## src/rtl/program_loader.sv

```systemverilog
// Program loader: receives a length-prefixed, checksummed byte stream and writes
// it into instruction memory, then releases the processor when the checksum matches.
// Ports: clk/rst; start kicks a load; in_valid/in_data/in_ready is the byte stream;
// mem_we/mem_addr/mem_wdata drive the instruction memory; cpu_run/busy/done/error report status.
module program_loader #(
    parameter int MEM_DEPTH = 256
) (
    input  logic       clk,
    input  logic       rst,
    input  logic       start,
    input  logic       in_valid,
    input  logic [7:0] in_data,
    output logic       in_ready,
    output logic       mem_we,
    output logic [7:0] mem_addr,
    output logic [7:0] mem_wdata,
    output logic       cpu_run,
    output logic       busy,
    output logic       done,
    output logic       error
);

    typedef enum logic [2:0] {IDLE, LEN, DATA, CSUM, RUN, ERR} state_t;

    localparam logic [7:0] LAST_ADDR = 8'(MEM_DEPTH - 1);

    state_t     state;
    state_t     state_nxt;
    logic [7:0] addr_cnt;
    logic [7:0] acc;
    logic [8:0] remaining;

    always_ff @(posedge clk or posedge rst) begin
        if (rst) begin
            state <= IDLE;
        end else begin
            state <= state_nxt;
        end
    end

    // in_ready is 1 in every state that consumes stream bytes, so inside those
    // states in_valid alone means a byte is accepted on this edge.
    always_comb begin
        state_nxt = state;
        in_ready  = 1'b0;
        busy      = 1'b0;
        case (state)
            IDLE, RUN, ERR: begin
                if (start) state_nxt = LEN;
            end
            LEN: begin
                in_ready = 1'b1;
                busy     = 1'b1;
                if (in_valid) state_nxt = DATA;
            end
            DATA: begin
                in_ready = 1'b1;
                busy     = 1'b1;
                // remaining==1 means this byte is the last payload byte
                if (in_valid && remaining == 9'd1) state_nxt = CSUM;
            end
            CSUM: begin
                in_ready = 1'b1;
                busy     = 1'b1;
                if (in_valid) state_nxt = (in_data == acc) ? RUN : ERR;
            end
            default: state_nxt = IDLE;
        endcase
    end

    always_ff @(posedge clk or posedge rst) begin
        if (rst) begin
            addr_cnt  <= 8'd0;
            acc       <= 8'd0;
            remaining <= 9'd0;
            mem_we    <= 1'b0;
            mem_addr  <= 8'd0;
            mem_wdata <= 8'd0;
            cpu_run   <= 1'b0;
            done      <= 1'b0;
            error     <= 1'b0;
        end else begin
            mem_we <= 1'b0;
            case (state)
                IDLE, RUN, ERR: begin
                    if (start) begin
                        addr_cnt <= 8'd0;
                        acc      <= 8'd0;
                        done     <= 1'b0;
                        error    <= 1'b0;
                        cpu_run  <= 1'b0;
                    end
                end
                LEN: begin
                    // a length byte of 0 encodes a full 256-byte image
                    if (in_valid) remaining <= (in_data == 8'd0) ? 9'd256 : {1'b0, in_data};
                end
                DATA: begin
                    if (in_valid) begin
                        mem_we    <= 1'b1;
                        mem_addr  <= addr_cnt;
                        mem_wdata <= in_data;
                        addr_cnt  <= (addr_cnt == LAST_ADDR) ? 8'd0 : addr_cnt + 8'd1;
                        acc       <= acc + in_data;
                        remaining <= remaining - 9'd1;
                    end
                end
                CSUM: begin
                    if (in_valid) begin
                        if (in_data == acc) begin
                            done    <= 1'b1;
                            cpu_run <= 1'b1;
                        end else begin
                            error   <= 1'b1;
                        end
                    end
                end
                default: ;
            endcase
        end
    end

endmodule

```

## config.mk

```make
export PLATFORM = sky130hd
export DESIGN_NAME = program_loader
export DESIGN_NICKNAME = d
export VERILOG_FILES = /design/src/rtl/program_loader.sv
export SDC_FILE = /design/constraint.sdc
export NUM_CORES = 1
export LEC_CHECK = 0
export CAP_MARGIN = 20
export CORE_UTILIZATION = 59
export CTS_CLUSTER_DIAMETER = 50
export CTS_CLUSTER_SIZE = 30
export DETAILED_ROUTE_END_ITERATION = 8
export HOLD_SLACK_MARGIN = 0.02
export PLACE_DENSITY = 0.85
export SLEW_MARGIN = 20
export SYNTH_ARGS = -nofsm -noshare
export SYNTH_HDL_FRONTEND = slang
export SYNTH_SLANG_ARGS = --single-unit
```

## constraint.sdc

```tcl
create_clock -name clk -period 5.4 [get_ports clk]
set_input_delay 1.08 -clock clk [delete_from_list [all_inputs] [get_ports clk]]
set_output_delay 1.08 -clock clk [all_outputs]
set_load 0.1 [all_outputs]
```

==> flow_metrics.py <==
metrics = {
    "layout": {
        "area_growth_pct": 15.9,
        "fin_area_sq_mm": 0.00294,
        "fillers": 325,
        "nNetsFinal": 341,
        "layout-drive-gt1-share_pct": 4.09,
        "antenna_cells": 0,
        "multi_input_area_sq_mm": 0.00125,
        "seqCellArea_sq_mm": 0.00118,
    },
    "setup_path": {
        "required_ps": 4320,
        "path_buf_inv": 1,
        "crit_fanout": 11,
        "rrSetupSlack_ps": 2950,
        "worstPathCellList": "nor2_1 > nor2_1 > clkdlybuf4s50_1",
        "cp.arrival_ps": 2230,
        "cpMaxStageDelayCell": "clkdlybuf4s50_1",
        "crit_path_end_kind": "primary output",
        "worstSetupPathType": "reg2out",
        "critPathTopFamily": "buffers and inverters",
        "cpMostUsedCell": "nor2_1",
        "cpPeakStageDelay_ps": 1150,
        "startpoint_type": "flop",
    },
    "global_route": {
        "antenna_found_initial": 0,
        "grt_overflow_total": 0,
        "grtUsageTotal_pct": 26.4,
        "grt_pass1_vias": 1953,
        "grt_max_degree": 48,
        "grt_pass1_wl_um": 8900,
    },
    "sta": {
        "fin_crit_ps": 3310,
        "hold_violations": 0,
        "setup_ws_ps": 2090,
        "post-route-period-util_pct": 61.3,
        "fin_hold_ws_ps": 479,
        "relSlewSlack_pct": 35.2,
        "rsz0062_at_grt": "false",
        "finalClockSkew_ps": 12.5,
        "worst_pin_slew_ps": 970,
        "fmax_mhz": 302,
        "setup-violations-final": 0,
        "finalSetupTns_ps": 0,
        "slew_viol_final": 0,
    },
    "cts": {
        "post_cts_buffers": 0,
        "ctsResizeCount": 0,
        "cts-root-buf": "clkbuf_8",
        "cts_sinks": 47,
        "cts_hold_buffers": 0,
        "path_clk_slew_ps": 90,
        "numCtsBuffers": 5,
        "tritoncts": "built",
        "clk_latency_ps": 300,
        "htree_levels": 2,
        "cts_max_path_buffers": 2,
    },
    "routing": {
        "routed_wirelength_um": 5490,
        "vias": 2164,
        "detail-route-antenna-nets": 0,
        "drt_iter0_drc": 192,
        "dr.pass1.iters": 4,
        "viasPerCell": 5.88,
        "routedWlPerCell_um": 14.9,
        "drc": 0,
    },
    "floorplanning": {
        "die_area_sq_mm": 0.00457,
        "die_h_um": 67.6,
        "core_area_sq_mm": 0.00406,
        "initial_core_util_pct": 62.5,
        "dieWidth_um": 67.6,
        "ios": 34,
        "rows": 23,
    },
    "yosys": {
        "syn_area_sq_mm": 0.00254,
        "synth_ff_type": "dfrtp_1",
        "synth_seq_area_share_pct": 46.4,
        "synth_edf_count": 0,
        "syn_area_per_cell_sq_um": 8.69,
        "ys_types": 49,
        "yosys.area.top_type_share_pct": 46.4,
        "yosysMostFrequentCell": "nand2_1",
        "synth_cells": 292,
        "ys_ff_latch": 47,
        "syn_nets": 315,
        "yosysWarnings": 0,
        "ys_top_cells_by_area": "dfrtp_1, nand2_1, o21ai_0",
        "synthTopCellsByCount": "nand2_1, dfrtp_1, o21ai_0",
        "synth_top_area_cell": "dfrtp_1",
        "async_flop_share_pct": 100,
    },
    "placed_design": {
        "port_buffers": 33,
        "hpwl_um": 3900,
        "post-place-ws_ps": 2050,
        "routabilityCongestion": 0.905,
        "placed_area_sq_mm": 0.00286,
    },
    "run": {
        "drv_cap": 0,
    },
    "outcome": {
        "run_status": "complete, no violations",
    },
    "hold_path": {
        "worstHoldPathType": "reg2reg",
    },
    "power": {
        "p_leak_nw": 1.34,
        "peakVddDrop_v": 0.000396,
        "p_per_area_mw_per_mm2": 596,
    },
}
-- cell usage in the layout (no fill, tap or decap), types with 3 or more instances in the layout --
master / n
dfrtp_1: 47
a22o_1: 3
ha_1: 10
inv_1: 6
o21ai_0: 27
nand3_1: 8
nor2_1: 25
clkbuf_8: 5
a21oi_1: 15
clkdlybuf4s50_1: 33
nor3_1: 7
and3_1: 3
xnor2_1: 4
a22oi_1: 3
nand2_1: 71
nor4_1: 5
xor2_1: 4
-- report_power, final --
group	switching, W	total, W	internal, W	leakage [nW]
combinational	0.000686	0.000978	0.000291	0.679
sequential	0.000109	0.000571	0.000462	0.618
clock	0.000115	0.000204	0.0000887	0.0440
total	0.000910	0.00175	0.000842	1.34
-- cells by family (layout without fill, tap and decap cells) --
kind of cell	after synthesis	in the layout	synth area share [%]
simple gates	131	131	22.6
compound gates	70	70	17.4
flops	47	47	46.4
buf+inv	23	49	4.34
fa+ha+maj	11	11	5.72
xor+xnor	8	8	2.76
mux	2	2	0.789
-- per-stage QoR --
stage | utilization, % | total power, W | std cells
global route | 72.4 | 0.00186 | 368
CTS | 72.4 | 0.00175 | 368
finish | 72.4 | 0.00175 | 368
floorplan | - | 0.00136 | 292
detailed placement | 70.4 | 0.00155 | 361
global placement | 70.4 | 0.00152 | 361
-- worst reg2reg max path, stage by stage (launching register included) --
cell	delay [ps]
dfrtp_1	550
nand4bb_1	180
buf_4	280
inv_2	240
a31oi_2	730
o21ai_0	290
o31ai_2	110
-- routing by layer --
layer  track usage (%)  vias up  share of wire (%)  routed length [um]
met5                 0        -                  0                   0
met4              6.91        0                1.4                  78
met1              38.1     1021                 46                2550
li1                  -     1067                  -                   -
met3              5.57        8                6.4                 352
met2              39.7       68                 46                2510
-- final cells by class --
type                            count  area share [%]
Clock buffer                        5            2.34
Sequential cell                    47            40.0
Multi-Input combinational cell    222            42.5
Tap cell                           50            2.13
Timing Repair Buffer               34            11.5
Clock inverter                      2           0.468
Inverter                            8            1.02
-- flip-flops by register name, indices dropped and copies added, names as in the netlist --
register / flops
done: 1
mem_we: 1
mem_wdata: 8
remaining: 9
addr_cnt: 8
acc: 8
state: 3
mem_addr: 8
error: 1
-- final timing paths --
check                                    end        start  cells past startpoint
worst max register to register   addr_cnt[5]     state[0]                      6
worst max-delay path                    busy     state[0]                      3
worst min-delay path             mem_addr[5]  mem_addr[5]                      2
worst min register to register   mem_addr[5]  mem_addr[5]                      2
min in group asynchronous       remaining[3]          rst                      2
max in group asynchronous             acc[2]          rst                      2
Power figures use the tool's default switching activity.
